`config.mk`:
```
export PLATFORM = sky130hd
export DESIGN_NAME = ex_issue_flat
export DESIGN_NICKNAME = d
export VERILOG_FILES = /design/src/rtl/ex_issue_if.sv /design/src/rtl/ex_issue.sv /design/src/flat_wrapper.sv
export SDC_FILE = /design/constraint.sdc
export NUM_CORES = 1
export LEC_CHECK = 0
export ABC_AREA = 0
export CORE_MARGIN = 2
export CORE_UTILIZATION = 39
export CTS_BUF_LIST = sky130_fd_sc_hd__clkbuf_16
export DETAILED_ROUTE_END_ITERATION = 8
export GPL_TIMING_DRIVEN = 0
export PLACE_DENSITY = 0.69
export SLEW_MARGIN = 20
export SYNTH_ARGS = -nofsm -noshare
export SYNTH_HDL_FRONTEND = slang
export SYNTH_SLANG_ARGS = --single-unit
```
`constraint.sdc`:
```
create_clock -name clk -period 2.7 [get_ports clk]
set_clock_uncertainty 0.15 [all_clocks]
set_input_delay 0.54 -clock clk [delete_from_list [all_inputs] [get_ports clk]]
set_output_delay 0.54 -clock clk [all_outputs]
set_load 0.03 [all_outputs]
```
`src/rtl/ex_issue_if.sv`:
```
// Decode-side and ALU-side handshake bundle for the execute issue stage.
// The slave modport is the issue stage itself; master is whatever surrounds it.
interface ex_issue_if;
    logic        in_valid;
    logic        in_ready;
    logic [31:0] in_pc;
    logic [31:0] in_rs1_val;
    logic [31:0] in_rs2_val;
    logic [31:0] in_imm;
    logic [4:0]  in_rs1;
    logic [4:0]  in_rs2;
    logic [4:0]  in_rd;
    logic        in_use_pc;
    logic        in_use_imm;
    logic        in_wb_en;
    logic        in_is_load;
    logic [4:0]  in_op;

    logic        out_valid;
    logic        out_ready;
    logic [31:0] alu_a;
    logic [31:0] alu_b;
    logic [4:0]  alu_c;
    logic [4:0]  out_rd;
    logic        out_wb_en;
    logic        out_is_load;

    modport master (
        output in_valid, in_pc, in_rs1_val, in_rs2_val, in_imm,
               in_rs1, in_rs2, in_rd, in_use_pc, in_use_imm,
               in_wb_en, in_is_load, in_op,
        input  in_ready,
        input  out_valid, alu_a, alu_b, alu_c, out_rd, out_wb_en, out_is_load,
        output out_ready
    );

    modport slave (
        input  in_valid, in_pc, in_rs1_val, in_rs2_val, in_imm,
               in_rs1, in_rs2, in_rd, in_use_pc, in_use_imm,
               in_wb_en, in_is_load, in_op,
        output in_ready,
        output out_valid, alu_a, alu_b, alu_c, out_rd, out_wb_en, out_is_load,
        input  out_ready
    );
endinterface

```
`src/rtl/ex_issue.sv`:
```
// Single-entry execute issue register with operand forwarding and load-use stall.
// Define EX_ISSUE_STATS_EN to add the stall_cnt / issue_cnt statistics outputs.
module ex_issue (
    input  logic        clk,
    input  logic        rst,
    ex_issue_if.slave   bus,
    input  logic [4:0]  fwd_mem_rd,
    input  logic        fwd_mem_wb_en,
    input  logic        fwd_mem_is_load,
    input  logic [31:0] fwd_mem_val,
    input  logic [4:0]  fwd_wb_rd,
    input  logic        fwd_wb_en,
    input  logic [31:0] fwd_wb_val,
    input  logic        flush
`ifdef EX_ISSUE_STATS_EN
    ,
    output logic [31:0] stall_cnt,
    output logic [31:0] issue_cnt
`endif
);

    typedef enum logic [1:0] {
        EMPTY = 2'd0,
        FULL  = 2'd1,
        STALL = 2'd2
    } state_t;

    state_t      state;
    state_t      eff_state;

    logic [31:0] h_pc;
    logic [31:0] h_rs1_val;
    logic [31:0] h_rs2_val;
    logic [31:0] h_imm;
    logic [4:0]  h_rs1;
    logic [4:0]  h_rs2;
    logic [4:0]  h_rd;
    logic        h_use_pc;
    logic        h_use_imm;
    logic        h_wb_en;
    logic        h_is_load;
    logic [4:0]  h_op;

    logic        held;
    logic        hazard;
    logic        capture;
    logic        drain;
    logic [31:0] rs1_fwd;
    logic [31:0] rs2_fwd;

    // x0 is hardwired, so its stored value passes through untouched; a load in
    // EX/MEM has no data yet and is never a forwarding source.
    function automatic logic [31:0] fwd_select(
        input logic [4:0]  addr,
        input logic [31:0] stored,
        input logic [4:0]  m_rd,
        input logic        m_en,
        input logic        m_ld,
        input logic [31:0] m_val,
        input logic [4:0]  w_rd,
        input logic        w_en,
        input logic [31:0] w_val
    );
        logic [31:0] r;
        r = stored;
        if (addr != 5'd0) begin
            if (m_en && !m_ld && (m_rd == addr))
                r = m_val;
            else if (w_en && (w_rd == addr))
                r = w_val;
        end
        return r;
    endfunction

    function automatic logic [31:0] wb_bypass(
        input logic [4:0]  addr,
        input logic [31:0] stored,
        input logic [4:0]  w_rd,
        input logic        w_en,
        input logic [31:0] w_val
    );
        logic [31:0] r;
        r = stored;
        if (w_en && (w_rd != 5'd0) && (w_rd == addr))
            r = w_val;
        return r;
    endfunction

    // The stall is judged against the entry already held, so out_valid drops in
    // the very cycle the producing load sits in EX/MEM.
    always_comb begin
        held   = (state != EMPTY);
        hazard = held && fwd_mem_wb_en && fwd_mem_is_load && (fwd_mem_rd != 5'd0) &&
                 ((!h_use_pc  && (h_rs1 == fwd_mem_rd)) ||
                  (!h_use_imm && (h_rs2 == fwd_mem_rd)));
        if (!held)
            eff_state = EMPTY;
        else if (hazard)
            eff_state = STALL;
        else
            eff_state = FULL;
    end

    always_comb begin
        rs1_fwd = fwd_select(h_rs1, h_rs1_val, fwd_mem_rd, fwd_mem_wb_en, fwd_mem_is_load,
                             fwd_mem_val, fwd_wb_rd, fwd_wb_en, fwd_wb_val);
        rs2_fwd = fwd_select(h_rs2, h_rs2_val, fwd_mem_rd, fwd_mem_wb_en, fwd_mem_is_load,
                             fwd_mem_val, fwd_wb_rd, fwd_wb_en, fwd_wb_val);
    end

    assign bus.in_ready    = (eff_state == EMPTY) || ((eff_state == FULL) && bus.out_ready);
    assign bus.out_valid   = (eff_state == FULL);
    assign bus.alu_a       = h_use_pc  ? h_pc  : rs1_fwd;
    assign bus.alu_b       = h_use_imm ? h_imm : rs2_fwd;
    assign bus.alu_c       = h_op;
    assign bus.out_rd      = h_rd;
    assign bus.out_wb_en   = h_wb_en;
    assign bus.out_is_load = h_is_load;

    assign capture = bus.in_valid && bus.in_ready && !flush;
    assign drain   = bus.out_valid && bus.out_ready;

    always_ff @(posedge clk) begin
        if (rst) begin
            state     <= EMPTY;
            h_pc      <= '0;
            h_rs1_val <= '0;
            h_rs2_val <= '0;
            h_imm     <= '0;
            h_rs1     <= '0;
            h_rs2     <= '0;
            h_rd      <= '0;
            h_use_pc  <= 1'b0;
            h_use_imm <= 1'b0;
            h_wb_en   <= 1'b0;
            h_is_load <= 1'b0;
            h_op      <= '0;
        end else begin
            if (flush)
                state <= EMPTY;
            else if (capture)
                state <= FULL;
            else if (drain)
                state <= EMPTY;
            else
                state <= eff_state;

            if (capture) begin
                h_pc      <= bus.in_pc;
                h_rs1_val <= wb_bypass(bus.in_rs1, bus.in_rs1_val, fwd_wb_rd, fwd_wb_en, fwd_wb_val);
                h_rs2_val <= wb_bypass(bus.in_rs2, bus.in_rs2_val, fwd_wb_rd, fwd_wb_en, fwd_wb_val);
                h_imm     <= bus.in_imm;
                h_rs1     <= bus.in_rs1;
                h_rs2     <= bus.in_rs2;
                h_rd      <= bus.in_rd;
                h_use_pc  <= bus.in_use_pc;
                h_use_imm <= bus.in_use_imm;
                h_wb_en   <= bus.in_wb_en;
                h_is_load <= bus.in_is_load;
                h_op      <= bus.in_op;
            end else if (held) begin
                // A register write-back would otherwise be lost once it leaves WB.
                h_rs1_val <= wb_bypass(h_rs1, h_rs1_val, fwd_wb_rd, fwd_wb_en, fwd_wb_val);
                h_rs2_val <= wb_bypass(h_rs2, h_rs2_val, fwd_wb_rd, fwd_wb_en, fwd_wb_val);
            end
        end
    end

`ifdef EX_ISSUE_STATS_EN
    always_ff @(posedge clk) begin
        if (rst) begin
            stall_cnt <= '0;
            issue_cnt <= '0;
        end else begin
            if (eff_state == STALL)
                stall_cnt <= stall_cnt + 32'd1;
            if (drain)
                issue_cnt <= issue_cnt + 32'd1;
        end
    end
`endif

endmodule

```
`src/flat_wrapper.sv`:
```
// flat-port wrapper written by rule: the top's interface ports become plain ports
module ex_issue_flat 
  (clk, rst, fwd_mem_rd, fwd_mem_wb_en, fwd_mem_is_load, fwd_mem_val, fwd_wb_rd, fwd_wb_en, fwd_wb_val, flush, bus_in_valid, bus_in_pc, bus_in_rs1_val, bus_in_rs2_val, bus_in_imm, bus_in_rs1, bus_in_rs2, bus_in_rd, bus_in_use_pc, bus_in_use_imm, bus_in_wb_en, bus_in_is_load, bus_in_op, bus_in_ready, bus_out_valid, bus_alu_a, bus_alu_b, bus_alu_c, bus_out_rd, bus_out_wb_en, bus_out_is_load, bus_out_ready);
  ex_issue_if bus_i ();
  input  logic clk;
  input  logic rst;
  input  logic [4:0] fwd_mem_rd;
  input  logic fwd_mem_wb_en;
  input  logic fwd_mem_is_load;
  input  logic [31:0] fwd_mem_val;
  input  logic [4:0] fwd_wb_rd;
  input  logic fwd_wb_en;
  input  logic [31:0] fwd_wb_val;
  input  logic flush;
  input wire logic [$bits(bus_i.in_valid)-1:0] bus_in_valid;
  input wire logic [$bits(bus_i.in_pc)-1:0] bus_in_pc;
  input wire logic [$bits(bus_i.in_rs1_val)-1:0] bus_in_rs1_val;
  input wire logic [$bits(bus_i.in_rs2_val)-1:0] bus_in_rs2_val;
  input wire logic [$bits(bus_i.in_imm)-1:0] bus_in_imm;
  input wire logic [$bits(bus_i.in_rs1)-1:0] bus_in_rs1;
  input wire logic [$bits(bus_i.in_rs2)-1:0] bus_in_rs2;
  input wire logic [$bits(bus_i.in_rd)-1:0] bus_in_rd;
  input wire logic [$bits(bus_i.in_use_pc)-1:0] bus_in_use_pc;
  input wire logic [$bits(bus_i.in_use_imm)-1:0] bus_in_use_imm;
  input wire logic [$bits(bus_i.in_wb_en)-1:0] bus_in_wb_en;
  input wire logic [$bits(bus_i.in_is_load)-1:0] bus_in_is_load;
  input wire logic [$bits(bus_i.in_op)-1:0] bus_in_op;
  output wire logic [$bits(bus_i.in_ready)-1:0] bus_in_ready;
  output wire logic [$bits(bus_i.out_valid)-1:0] bus_out_valid;
  output wire logic [$bits(bus_i.alu_a)-1:0] bus_alu_a;
  output wire logic [$bits(bus_i.alu_b)-1:0] bus_alu_b;
  output wire logic [$bits(bus_i.alu_c)-1:0] bus_alu_c;
  output wire logic [$bits(bus_i.out_rd)-1:0] bus_out_rd;
  output wire logic [$bits(bus_i.out_wb_en)-1:0] bus_out_wb_en;
  output wire logic [$bits(bus_i.out_is_load)-1:0] bus_out_is_load;
  input wire logic [$bits(bus_i.out_ready)-1:0] bus_out_ready;
  assign bus_i.in_valid = bus_in_valid;
  assign bus_i.in_pc = bus_in_pc;
  assign bus_i.in_rs1_val = bus_in_rs1_val;
  assign bus_i.in_rs2_val = bus_in_rs2_val;
  assign bus_i.in_imm = bus_in_imm;
  assign bus_i.in_rs1 = bus_in_rs1;
  assign bus_i.in_rs2 = bus_in_rs2;
  assign bus_i.in_rd = bus_in_rd;
  assign bus_i.in_use_pc = bus_in_use_pc;
  assign bus_i.in_use_imm = bus_in_use_imm;
  assign bus_i.in_wb_en = bus_in_wb_en;
  assign bus_i.in_is_load = bus_in_is_load;
  assign bus_i.in_op = bus_in_op;
  assign bus_in_ready = bus_i.in_ready;
  assign bus_out_valid = bus_i.out_valid;
  assign bus_alu_a = bus_i.alu_a;
  assign bus_alu_b = bus_i.alu_b;
  assign bus_alu_c = bus_i.alu_c;
  assign bus_out_rd = bus_i.out_rd;
  assign bus_out_wb_en = bus_i.out_wb_en;
  assign bus_out_is_load = bus_i.out_is_load;
  assign bus_i.out_ready = bus_out_ready;
  ex_issue u_core (.clk(clk), .rst(rst), .bus(bus_i), .fwd_mem_rd(fwd_mem_rd), .fwd_mem_wb_en(fwd_mem_wb_en), .fwd_mem_is_load(fwd_mem_is_load), .fwd_mem_val(fwd_mem_val), .fwd_wb_rd(fwd_wb_rd), .fwd_wb_en(fwd_wb_en), .fwd_wb_val(fwd_wb_val), .flush(flush));
endmodule
```
Word level (Yosys, flattened, before mapping)
Cells that the tools add are included.
{"block": "word_totals", "regBits": 154, "output_inout_bits": 78}
{"block": "op_classes", "eq_ne": 9, "muxes": 20, "reduce_logical": 38}
{"op": "$mux W32", "count": 16}
{"op": "$eq A5 B5 Y1", "count": 8}
{"op": "$reduce_bool A5 Y1", "count": 4}
{"op": "$logic_and A1 B1 Y1", "count": 19}
{"op": "$reduce_bool A2 Y1", "count": 4}
{"op": "$logic_not A1 Y1", "count": 4}
{"op": "$mux W2", "count": 2}
{"op": "$reduce_and A2 Y1", "count": 2}
{"op": "$reduce_or A4 Y1", "count": 1}
{"op": "$eq A2 B1 Y1 const B", "count": 1}
{"op": "$logic_not A2 Y1", "count": 1}
{"op": "$logic_or A1 B1 Y1", "count": 2}
{"op": "$mux W1", "count": 2}
{"op": "$reduce_or A2 Y1", "count": 1}

Longest topological paths before layout
{"block": "logic_depth", "word_depth": 14, "ltp_mapped": 9}

Worst setup path before layout
Ideal clock, no wire load.
{"block": "synth_timing", "path_kind": "in2out", "startpoint": "input fwd_wb_rd[3]", "endpoint": "output bus_alu_a[20]", "arrival_ns": 2.720, "t_required_ns": 2.010, "setup_slack_ns": -0.710, "stages": 8, "n_path_buf": 3, "cell_sequence": "clkbuf_1 xnor2_1 and4_1 clkbuf_1 nand3_1 a31o_2 buf_2 a221oi_1"}
{"block": "synth_between", "elab_chain_len": 6}
{"element": "from (decl)", "line_no": "flat_wrapper.sv:11", "rtl": "input logic [4:0] fwd_wb_rd;"}
{"element": "$eq A5 B5 Y1", "line_no": "ex_issue.sv:69", "rtl": "else if (w_en && (w_rd == addr))"}
{"element": "$logic_and A1 B1 Y1", "line_no": "ex_issue.sv:69"}
{"element": "$mux W32", "line_no": "ex_issue.sv:69"}
{"element": "$mux W32", "line_no": "ex_issue.sv:67", "rtl": "if (m_en && !m_ld && (m_rd == addr))"}
{"element": "$mux W32", "line_no": "ex_issue.sv:66", "rtl": "if (addr != 5'd0) begin"}
{"element": "$mux W32", "line_no": "ex_issue.sv:113", "rtl": "assign bus.alu_a = h_use_pc ? h_pc : rs1_fwd;"}
{"element": "to (decl)", "line_no": "flat_wrapper.sv:30", "rtl": "output wire logic [$bits(bus_i.alu_a)-1:0] bus_alu_a;"}
No other way between the ends.

Worst setup path after layout
{"block": "layout_timing", "startpoint": "register u_core.h_rs1[1]", "endpoint": "output bus_alu_a[0]"}
{"block": "layout_between", "elab_chain_len": 6}
{"element": "from (decl)", "line_no": "ex_issue.sv:35", "rtl": "logic [4:0] h_rs1;"}
{"element": "from (signal assigned)", "line_no": "ex_issue.sv:153", "rtl": "h_rs1 <= bus.in_rs1;"}
{"element": "$eq A5 B5 Y1", "line_no": "ex_issue.sv:69"}
{"element": "$logic_and A1 B1 Y1", "line_no": "ex_issue.sv:69"}
{"element": "$mux W32", "line_no": "ex_issue.sv:69"}
{"element": "$mux W32", "line_no": "ex_issue.sv:67"}
{"element": "$mux W32 *", "line_no": "ex_issue.sv:66"}
{"element": "$mux W32 *", "line_no": "ex_issue.sv:113"}
Mark *: on every way between the ends. The rest lies on a longest branch, timed or not.

==> flow_metrics.env <==
export IMPL_outcome="finished, violations left"
export IMPL_violations="setup timing"
export IMPL_powerDensity_mw_per_mm2=428
export IMPL_ys_seq_area_frac=0.285
export IMPL_clkTransAtPathRegs_ps=70
export IMPL_clock_latency_ps=450
export IMPL_placed_area_mm2=0.0157
export IMPL_cts_hold_buffers_added=0
export IMPL_cpPeakStageDelay_ps=410
export IMPL_drt_pass1_iterations=6
export IMPL_vdd_drop_max_uv=331
export IMPL_maxSlewViolCount=0
export IMPL_dp_cells=2037
export IMPL_ff2ff_path_depth=9
export IMPL_final_area_mm2=0.0174
export IMPL_synth_area_top_cells="dfxtp_1, mux2i_1, nand2b_1, o21ai_0, a21oi_1"
export IMPL_multi_input_area_mm2=0.00829
export IMPL_num_rows=60
export IMPL_grt_antenna_before_repair=0
export IMPL_cpLargestDelayFamily="compound AO/OA/AOI/OAI gates"
export IMPL_drt_iter0_markers=1594
export IMPL_path_class="flip-flop to output pin"
export IMPL_syn_inst=1360
export IMPL_ys_ff_latch=154
export IMPL_cap_viol_max_count=0
export IMPL_grt_pass1_wl_um=71100
export IMPL_area_growth_pct=61.0
export IMPL_synth_top_area_share=0.285
export IMPL_cpMaxStageDelayCell="or3_4"
export IMPL_die_area_mm2=0.0291
export IMPL_cts_buffers=17
export IMPL_final_net_count=1960
export IMPL_cellLeakagePower_nw=5.93
export IMPL_grt_pass1_vias=12100
export IMPL_ys_warn_count=0
export IMPL_hold_viol=0
export IMPL_cts_root_buf="clkbuf_16"
export IMPL_n_antenna_cell=0
export IMPL_drive_gt1_frac=0.223
export IMPL_synth_area_per_cell_um2=7.95
export IMPL_crit_buf_inv=2
export IMPL_endpoint_kind="output pin"
export IMPL_required_ps=2010
export IMPL_wire_per_inst_um=22.9
export IMPL_setup_viol=73
export IMPL_die_x_um=171
export IMPL_fin_crit_ps=3360
export IMPL_start_util=0.399
export IMPL_drc=0
export IMPL_start_kind="flip-flop"
export IMPL_tritoncts="yes"
export IMPL_wl_um=48400
export IMPL_synth_edf_count=0
export IMPL_critPathMaxFanout=7
export IMPL_cp_cell_sequence="xnor2_1 > nand2_2 > or3_4 > a31o_4 > buf_12 > a221oi_4 > buf_6"
export IMPL_ys_flop_type="dfxtp_1"
export IMPL_grt_max_degree=17
export IMPL_htree_levels=4
export IMPL_coreArea_mm2=0.0271
export IMPL_vias=12300
export IMPL_synth_top_cell_by_area="dfxtp_1"
export IMPL_yosys_cell_types_count=40
export IMPL_overflow=0
export IMPL_reg2reg_to="u_core.h_rs2_val[14]"
export IMPL_ios=312
export IMPL_holdCritStartpoint="u_core.bus.alu_c[4]"
export IMPL_arrival_ps=2670
export IMPL_port_buffers=305
export IMPL_maxSlewHeadroom=0.378
export IMPL_hold_path_cell_count=2
export IMPL_fmax_mhz=297
export IMPL_hp_class="flip-flop to flip-flop"
export IMPL_synth_area_mm2=0.0108
export IMPL_syn_nets=1594
export IMPL_rsz0062_at_grt="true"
export IMPL_grt_usage=0.322
export IMPL_synthArstFlopShare=0
export IMPL_hpwlAfterDp_um=34000
export IMPL_min_to="u_core.bus.alu_c[4]"
export IMPL_r2r_start="u_core.h_rs1[2]"
export IMPL_clock_sinks=154
export IMPL_ant_nets=0
export IMPL_die_y_um=171
export IMPL_worst_slew_pin_slew_ps=934
export IMPL_vias_per_cell=5.82
export IMPL_fillers=2271
export IMPL_regToRegSetupSlack_ps=80
export IMPL_cts_max_path_buffers=2
export IMPL_setup_ws_ps=-665
export IMPL_seq_area_mm2=0.00311
export IMPL_instances_no_fill=2111
export IMPL_finalWeightedCongestion=0.928
export IMPL_fin_crit_sh=1.25
## where the power goes
part,switching [mW],internal (mW)
Sequential,0.0842,2.39
Combinational,1.25,1.16
Clock,1.11,1.46
## cell type report
cell class,instances,share of cell area
multi-input cells,1005,0.476
repair buffers,349,0.213
flip-flops and latches,154,0.179
plain buffers,134,0.0564
well taps,372,0.0267
clock buffers,17,0.0244
inverters,65,0.0141
clock inverters,15,0.0103
## layer usage
layer | wire [um] | up-vias | track usage
met2 | 22100 | 765 | 0.520
met3 | 4220 | 165 | 0.0638
met5 | 0 | - | 0
li1 | - | 5554 | -
met4 | 2290 | 0 | 0.146
met1 | 19800 | 5794 | 0.415
## worst max path at each step
| stage | cells after the start | start | end |
|---|---|---|---|
| after global routing | 7 | u_core.h_rs2[1] | bus_alu_b[1] |
| final | 7 | u_core.h_rs1[1] | bus_alu_a[0] |
| after detailed placement | 8 | fwd_mem_rd[0] | bus_alu_a[10] |
| after CTS | 8 | u_core.h_rs1[0] | bus_alu_a[20] |
| after floorplan | 8 | fwd_wb_rd[3] | bus_alu_a[0] |
| after global placement | 8 | fwd_mem_rd[1] | bus_alu_a[20] |
## state kept, by name, indices dropped and copies added, names as in the netlist, 2 cells and up
name               flops
u_core.bus.alu_c       5
u_core.bus.out_rd      5
u_core.h_imm          32
u_core.h_pc           32
u_core.h_rs1           5
u_core.h_rs1_val      32
u_core.h_rs2           5
u_core.h_rs2_val      32
u_core.state           2
## logic make-up (layout without fill, tap and decap cells)
group / Yosys count / count (layout) / share of synthesized area
compound gates: 346 / 346 / 0.190
xor+xnor: 32 / 32 / 0.0259
buf+inv: 201 / 580 / 0.0861
simple gates: 413 / 413 / 0.208
flops: 154 / 154 / 0.285
mux: 214 / 214 / 0.206
## synthesized netlist by cell type (2+ instances only)
cell and count:
a211oi_1 4, a21oi_1 132, a221oi_1 62, a31o_2 2, and2_1 2, and4_1 4, buf_1 12, buf_2 27
buf_4 2, buf_6 17, clkbuf_1 72, clkbuf_2 6, clkinv_1 2, dfxtp_1 154, inv_1 63, mux2_1 17
mux2_2 47, mux2i_1 150, nand2_1 5, nand2b_1 177, nand3_1 132, nand4_1 4, nor2_1 69, nor3_1 4
nor3b_1 2, nor4_1 6, o211a_1 2, o211ai_1 2, o211ai_2 4, o21ai_0 133, or3_1 2, or4_1 5
xnor2_1 30, xor2_1 2
## cell usage in the layout (no fill, tap or decap), drive strengths merged
| cell type | instances |
|---|---|
| and2 | 2 |
| o21ai | 134 |
| xor2 | 2 |
| nand2 | 5 |
| clkdlybuf4s15 | 3 |
| clkbuf | 102 |
| or4 | 5 |
| clkinv | 11 |
| bufinv | 3 |
| a31o | 2 |
| nor4 | 6 |
| or3 | 2 |
| mux2 | 64 |
| nand2b | 177 |
| nor3 | 4 |
| mux2i | 150 |
| dfxtp | 154 |
| o211a | 3 |
| a21oi | 132 |
| nand3 | 132 |
| a221oi | 62 |
| o311a | 1 |
| clkdlybuf4s50 | 231 |
| xnor2 | 30 |
| o21a | 1 |
| and4 | 4 |
| nand4 | 4 |
| dlygate4sd2 | 2 |
| buf | 162 |
| o31ai | 1 |
| or2 | 1 |
| o211ai | 6 |
| nor3b | 2 |
| a211oi | 4 |
| inv | 66 |
| nor2 | 69 |
## stage by stage
stage / setup TNS, ps / hold WS (ps) / worst slack (ps) / power (mW) / utilization
after global placement: -201450 / 309 / -2050 / 4.69 / 0.578
after floorplan: -7220 / 294 / -122 / 3.79 / -
after global routing: -42060 / 339 / -707 / 7.66 / 0.642
final: -37610 / 325 / -665 / 7.45 / 0.642
after detailed placement: -200120 / 311 / -1950 / 4.71 / 0.578
after CTS: -33460 / 328 / -602 / 7.37 / 0.637
## timing repair
action,4_1_cts,5_1_grt
gates cloned,8,1
hold endpoints to repair,0,0
pin swaps,22,20
setup buffers,29,6
gates resized for setup,573,33
setup endpoints to repair,210,148
## worst min-delay path, cell delays in order (launching register included)
cell and delay (ps):
dfxtp_1 310, nand2b_1 60, mux2i_1 60
(Power assumes the default switching activity.)
